--- src/rtl/phys_reg_free_list_pkg.sv ---
// Shared rename-logic types and free-list sizing.
// Also holds the modular ring-index helper used by the free list.
package RenameLogicTypes;

    localparam int PREG_NUM     = 64;
    localparam int LREG_NUM     = 32;
    localparam int COMMIT_WIDTH = 2;
    localparam int RENAME_WIDTH = 2;

    localparam int PREG_W              = $clog2(PREG_NUM);
    localparam int FREE_LIST_ENTRY_NUM = PREG_NUM - LREG_NUM;
    localparam int FL_IDX_W            = $clog2(FREE_LIST_ENTRY_NUM);
    localparam int FL_CNT_W            = $clog2(FREE_LIST_ENTRY_NUM + 1);

    typedef logic [PREG_W-1:0]   PRegNumPath;
    typedef logic [FL_IDX_W-1:0] FreeListIndexPath;
    typedef logic [FL_CNT_W-1:0] FreeListCountPath;

    // Ring depth need not be a power of two, so wrap explicitly.
    function automatic FreeListIndexPath idx_add(
        input FreeListIndexPath base,
        input FreeListCountPath off
    );
        logic [FL_CNT_W:0] s;
        s = {1'b0, FreeListCountPath'(base)} + {1'b0, off};
        if (s >= (FL_CNT_W+1)'(FREE_LIST_ENTRY_NUM))
            s = s - (FL_CNT_W+1)'(FREE_LIST_ENTRY_NUM);
        return s[FL_IDX_W-1:0];
    endfunction

endpackage

--- src/rtl/phys_reg_free_list_compactor.sv ---
// Exclusive prefix count and total of a lane-valid vector.
// Turns sparse lanes into dense ring offsets.
module free_list_lane_compactor #(
    parameter int WIDTH = 2,
    parameter int CW    = $clog2(WIDTH + 1)
) (
    input  logic [WIDTH-1:0] valid_i,
    output logic [CW-1:0]    offset_o [WIDTH],
    output logic [CW-1:0]    total_o
);

    always_comb begin
        logic [CW-1:0] acc;
        acc = '0;
        for (int i = 0; i < WIDTH; i++) begin
            offset_o[i] = acc;
            acc = acc + CW'(valid_i[i]);
        end
        total_o = acc;
    end

endmodule

--- src/rtl/phys_reg_free_list.sv ---
// Circular free list of physical registers for the rename stage.
// Optional double-release detection: RSD_FREE_LIST_DUP_CHECK_EN.
module phys_reg_free_list
    import RenameLogicTypes::*;
(
    input  logic                    clk,
    input  logic                    rst,
    input  logic [COMMIT_WIDTH-1:0] releaseReg,
    input  PRegNumPath              phyReleasedReg [COMMIT_WIDTH],
    input  logic [RENAME_WIDTH-1:0] allocReq,
    output PRegNumPath              allocReg [RENAME_WIDTH],
    output logic                    allocReady,
    output FreeListCountPath        freeCount,
    output logic                    dupRelease
);

    localparam int DEPTH = FREE_LIST_ENTRY_NUM;
    localparam int REL_W = $clog2(COMMIT_WIDTH + 1);
    localparam int ALC_W = $clog2(RENAME_WIDTH + 1);

    PRegNumPath       entry_q [DEPTH];
    FreeListIndexPath head_q, head_d;
    FreeListIndexPath tail_q, tail_d;
    FreeListCountPath count_q, count_d;

    logic [COMMIT_WIDTH-1:0] relEff;
    logic [REL_W-1:0]        relOff [COMMIT_WIDTH];
    logic [REL_W-1:0]        relTotal;
    logic [ALC_W-1:0]        alcOff [RENAME_WIDTH];
    logic [ALC_W-1:0]        alcTotal;
    FreeListCountPath        popNum, pushNum;
    logic                    pushOk;

    free_list_lane_compactor #(.WIDTH(COMMIT_WIDTH)) u_rel_cmp (
        .valid_i  (relEff),
        .offset_o (relOff),
        .total_o  (relTotal)
    );

    free_list_lane_compactor #(.WIDTH(RENAME_WIDTH)) u_alc_cmp (
        .valid_i  (allocReq),
        .offset_o (alcOff),
        .total_o  (alcTotal)
    );

    assign allocReady = count_q >= FL_CNT_W'(RENAME_WIDTH);
    assign freeCount  = count_q;

    always_comb begin
        for (int i = 0; i < RENAME_WIDTH; i++)
            allocReg[i] = entry_q[idx_add(head_q, FL_CNT_W'(alcOff[i]))];
    end

    // Pushes that would overrun the ring are dropped whole.
    always_comb begin
        logic [FL_CNT_W:0] sum;
        sum     = {1'b0, count_q} + (FL_CNT_W+1)'(relTotal);
        pushOk  = sum <= (FL_CNT_W+1)'(DEPTH);
        pushNum = pushOk ? FL_CNT_W'(relTotal) : '0;
        popNum  = allocReady ? FL_CNT_W'(alcTotal) : '0;
        head_d  = idx_add(head_q, popNum);
        tail_d  = idx_add(tail_q, pushNum);
        count_d = count_q - popNum + pushNum;
    end

    always_ff @(posedge clk) begin
        if (rst) begin
            for (int k = 0; k < DEPTH; k++)
                entry_q[k] <= PRegNumPath'(LREG_NUM + k);
            head_q  <= '0;
            tail_q  <= '0;
            count_q <= FL_CNT_W'(DEPTH);
        end else begin
            for (int i = 0; i < COMMIT_WIDTH; i++)
                if (pushOk && relEff[i])
                    entry_q[idx_add(tail_q, FL_CNT_W'(relOff[i]))]
                        <= phyReleasedReg[i];
            head_q  <= head_d;
            tail_q  <= tail_d;
            count_q <= count_d;
        end
    end

`ifdef RSD_FREE_LIST_DUP_CHECK_EN
    logic [PREG_NUM-1:0] map_q, map_d, relSet;
    logic                dup_q, dup_d, dupHit;

    always_comb begin
        relEff = releaseReg;
        relSet = '0;
        dupHit = 1'b0;
        for (int i = 0; i < COMMIT_WIDTH; i++) begin
            if (releaseReg[i]) begin
                if (map_q[phyReleasedReg[i]] || relSet[phyReleasedReg[i]]) begin
                    relEff[i] = 1'b0;
                    dupHit    = 1'b1;
                end else begin
                    relSet[phyReleasedReg[i]] = 1'b1;
                end
            end
        end
    end

    always_comb begin
        map_d = map_q;
        dup_d = dup_q | dupHit;
        if (allocReady)
            for (int i = 0; i < RENAME_WIDTH; i++)
                if (allocReq[i]) map_d[allocReg[i]] = 1'b0;
        if (pushOk) map_d = map_d | relSet;
    end

    always_ff @(posedge clk) begin
        if (rst) begin
            for (int p = 0; p < PREG_NUM; p++)
                map_q[p] <= (p >= LREG_NUM);
            dup_q <= 1'b0;
        end else begin
            map_q <= map_d;
            dup_q <= dup_d;
        end
    end

    assign dupRelease = dup_q;
`else
    assign relEff     = releaseReg;
    assign dupRelease = 1'b0;
`endif

    always_ff @(posedge clk) begin
        if (!rst) begin
            for (int i = 0; i < COMMIT_WIDTH; i++)
                if (releaseReg[i])
                    assert (int'(phyReleasedReg[i]) < PREG_NUM);
            assert (int'(count_q) <= DEPTH);
            assert (!(int'(count_q) == DEPTH && relEff != '0));
        end
    end

endmodule

--- config.mk ---
export PLATFORM = sky130hd
export DESIGN_NAME = phys_reg_free_list
export DESIGN_NICKNAME = d
export VERILOG_FILES = /design/src/rtl/phys_reg_free_list_pkg.sv /design/src/rtl/phys_reg_free_list_compactor.sv /design/src/rtl/phys_reg_free_list.sv
export SDC_FILE = /design/constraint.sdc
export NUM_CORES = 1
export LEC_CHECK = 0
export ABC_AREA = 1
export CORE_MARGIN = 2
export CORE_UTILIZATION = 30
export DETAILED_ROUTE_END_ITERATION = 12
export PLACE_DENSITY = 0.48
export SLEW_MARGIN = 20
export SYNTH_ARGS = -nofsm -noshare
export SYNTH_HDL_FRONTEND = slang
export SYNTH_HIERARCHICAL = 1
export SYNTH_SLANG_ARGS = --single-unit
--- constraint.sdc ---
create_clock -name clk -period 11.7 [get_ports clk]
set_clock_uncertainty 0.05 [all_clocks]
set_input_delay 2.34 -clock clk [delete_from_list [all_inputs] [get_ports clk]]
set_output_delay 2.34 -clock clk [all_outputs]
set_load 0.005 [all_outputs]
==> out/metrics.cfg <==
[place]
dp_hpwl_um = 41500
portBuffers = 36
gp_congestion = 0.888
place_ws_ns = 3.29
dp.cells = 2775
placed_area_um2 = 16400

[floorplanning]
ios = 38
dieArea_um2 = 54200
core-area_um2 = 51500
die_x_um = 233
start_util_pct = 30.5
die_h_um = 233
num_rows = 83

[timing]
rsz0062_at_grt = false
timing.final.ws_setup_ns = 3.26
worst_pin_slew_ns = 1.15
hold_viol_final = 0
fmax_mhz = 118
setup_tns_ns = 0
holdWs_ns = 0.479
setup_viol = 0
fin_crit_sh_pct = 72.1
slew_viol_final = 0
maxSlewHeadroom_pct = 22.8
period_needed_ns = 8.44

[power]
swShare_pct = 45.1
power_frac_seq_pct = 25.0
ir_worst_vdd_mv = 0.140
p_sw_mw = 1.61
clockPowerShare_pct = 25.9
p_per_area_nw_per_um2 = 205
p_int_mw = 1.96
p_leak_nw = 6.88
power_frac_comb_pct = 49.1

[layout]
area_growth_pct = 11.0
n_fill_cell = 5524
drive_above_1_share_pct = 6.56
diodes = 0
multi_input_comb_area_um2 = 8290
ff_latch_area_um2 = 6090
stdcell_area_um2 = 17400
fin_cells = 2829
fin_nets = 2184

[worst_setup_path]
critPathLaunchType = input port
path_class = input port to output port
critical_path.startpoint = allocReq[0]
crit_fanout = 25
path_cells = clkdlybuf4s50_1 -> ha_4 -> fa_4 -> xor2_2 -> buf_4 -> inv_1 -> nand3_1 -> nand3_1 -> nand2_1 -> o21a_1 -> clkdlybuf4s50_1
crit_required_ns = 9.31
timing.rr.end = entry_q[30][5]
cp.arrival_ns = 6.05
cp_slowest_cell = inv_1
worstRegToRegCells = 13
end_kind = output port
max_stage_delay_ns = 0.78
r2r_start = freeCount[0]
r2r_slack_ns = 7.61

[status]
run_status = completed

[clock_tree]
cts_root_buf = clkbuf_16
path_clk_slew_ns = 0.06
cts.repair.resized = 0
clockBufferDepth = 3
clock_sinks = 208
cts_tree = built
ctsHtreeMaxLevel = 1
cts_buffers = 29
postCtsHoldBufs = 0
clkLatencyLatePin_ns = 0.58
post_cts_buffers = 0

[logic_synthesis]
synth_cell_types = 33
ys_seq_elements = 208
yosysSeqAreaShare_pct = 38.8
yosysWarnings = 6
synth_area_leaders = edfxtp_1 37%, nand2_1 16%, nand3_1 15%, o211ai_1 4.6%, inv_1 3.8%
synthCells = 2205
postSynthAreaPerCell_um2 = 7.12
ys.flop_type = edfxtp_1
synth_edf_count = 192
yosysTopAreaCell = edfxtp_1
yosysMostFrequentCell = nand2_1
async_reset_ff_share_pct = 0
synth_commonest_cells = 656 x nand2_1, 459 x nand3_1, 192 x edfxtp_1
syn_area_um2 = 15700
synth_top_area_share_pct = 36.7

[grt]
antenna_found_initial = 0
grt_pass1_wl_um = 95400
grt_max_degree = 132
gr-total-overflow = 0
grt_pass1_vias = 14400
track_usage_pct = 23.8

[detailed_routing]
drt-vias-per-instance = 5.51
routed_wl_um = 64800
drc = 0
firstDrtPassIters = 5
vias = 15600
post_drt_wl_per_cell_um = 22.9
first_iter_violations = 1815
ant_nets = 0

[job]
cap_violations = 0

[min_path]
hold_path.class = flip-flop to flip-flop
min_path_cells = 1
min_from = head_q[3]
min_to = head_q[3]

registers in the layout (all words and copies together), names as in the netlist:
signal and cells:
tail_q 5, entry_q 192, freeCount 6, head_q 5
placed cells by master (no fill, tap or decap), types with 2 or more instances in the layout:
cell type        count
nand2_1            656
nand3_1            458
edfxtp_1           192
inv_1              155
a21oi_1            106
o21ai_0            105
o211ai_1            96
nor2_1              81
clkdlybuf4s50_1     35
nor3_1              30
clkbuf_16           29
ha_1                27
buf_4               26
nor2_2              20
nor2_4              16
dfxtp_1             16
inv_2               12
o21a_1              12
clkinv_1             9
nand3_2              8
fa_1                 7
conb_1               7
xor2_1               5
clkbuf_1             5
bufinv_16            5
nand4_1              4
xor2_2               4
nand2_2              3
clkinv_2             3
nand3_4              2
fa_4                 2
ha_4                 2
clkinv_4             2
worst max-delay path by stage:
stage | endpoint | slack (ns) | depth (start not counted)
detailed placement | allocReg[0] | 3.29 | 11
CTS | allocReg[0] | 3.28 | 11
floorplan | allocReg[3] | 4.96 | 11
finish | allocReg[4] | 3.26 | 11
global placement | allocReg[1] | 3.31 | 9
global route | allocReg[4] | 3.16 | 11
metrics by stage:
step                utilization (%)  power, mW
floorplan                         -       1.99
global placement               31.9       2.60
detailed placement             31.9       2.61
global route                   33.8       3.76
CTS                            33.7       3.53
finish                         33.8       3.57
power by group through the flow:
stage / clock network [mW] / logic [mW] / registers [mW]
global route: 0.960 / 1.90 / 0.898
detailed placement: 0 / 1.70 / 0.908
floorplan: 0 / 1.10 / 0.891
global placement: 0 / 1.69 / 0.909
finish: 0.923 / 1.75 / 0.893
CTS: 0.931 / 1.70 / 0.894
layer usage:
| metal | part of all wire [%] | global-route usage, % |
|---|---|---|
| met3 | 7.1 | 2.76 |
| met4 | 4.2 | 10.1 |
| met5 | 0 | 0 |
| met1 | 42 | 31.7 |
| met2 | 46 | 39.0 |
layout make-up:
type	instances	area share [%]
multi-input cells	1655	47.6
repair buffers	65	3.49
flip-flops and latches	208	34.9
clock buffers	34	4.27
clock inverters	18	1.24
well taps	680	4.88
inverters	169	3.64
worst max-delay path, delay by kind of cell:
family                   cells  cell delay [ns]
AO/OA/AOI/OAI                1             0.22
XOR/XNOR                     1             0.18
adder cells (fa/ha/maj)      2             0.67
buffers and inverters        4             2.01
AND/OR/NAND/NOR              3             0.59
logic make-up after synthesis:
kind of cell	Yosys count	synth area share, %
xor gates and xnor gates	10	0.653
adders and majority gates	38	3.46
AOI/OAI and AO/OA	322	12.1
buffers and inverters	346	9.10
other	3	0.0717
and+or+nand+nor	1278	35.9
DFF	208	38.8
Power figures use the tool's default switching activity.
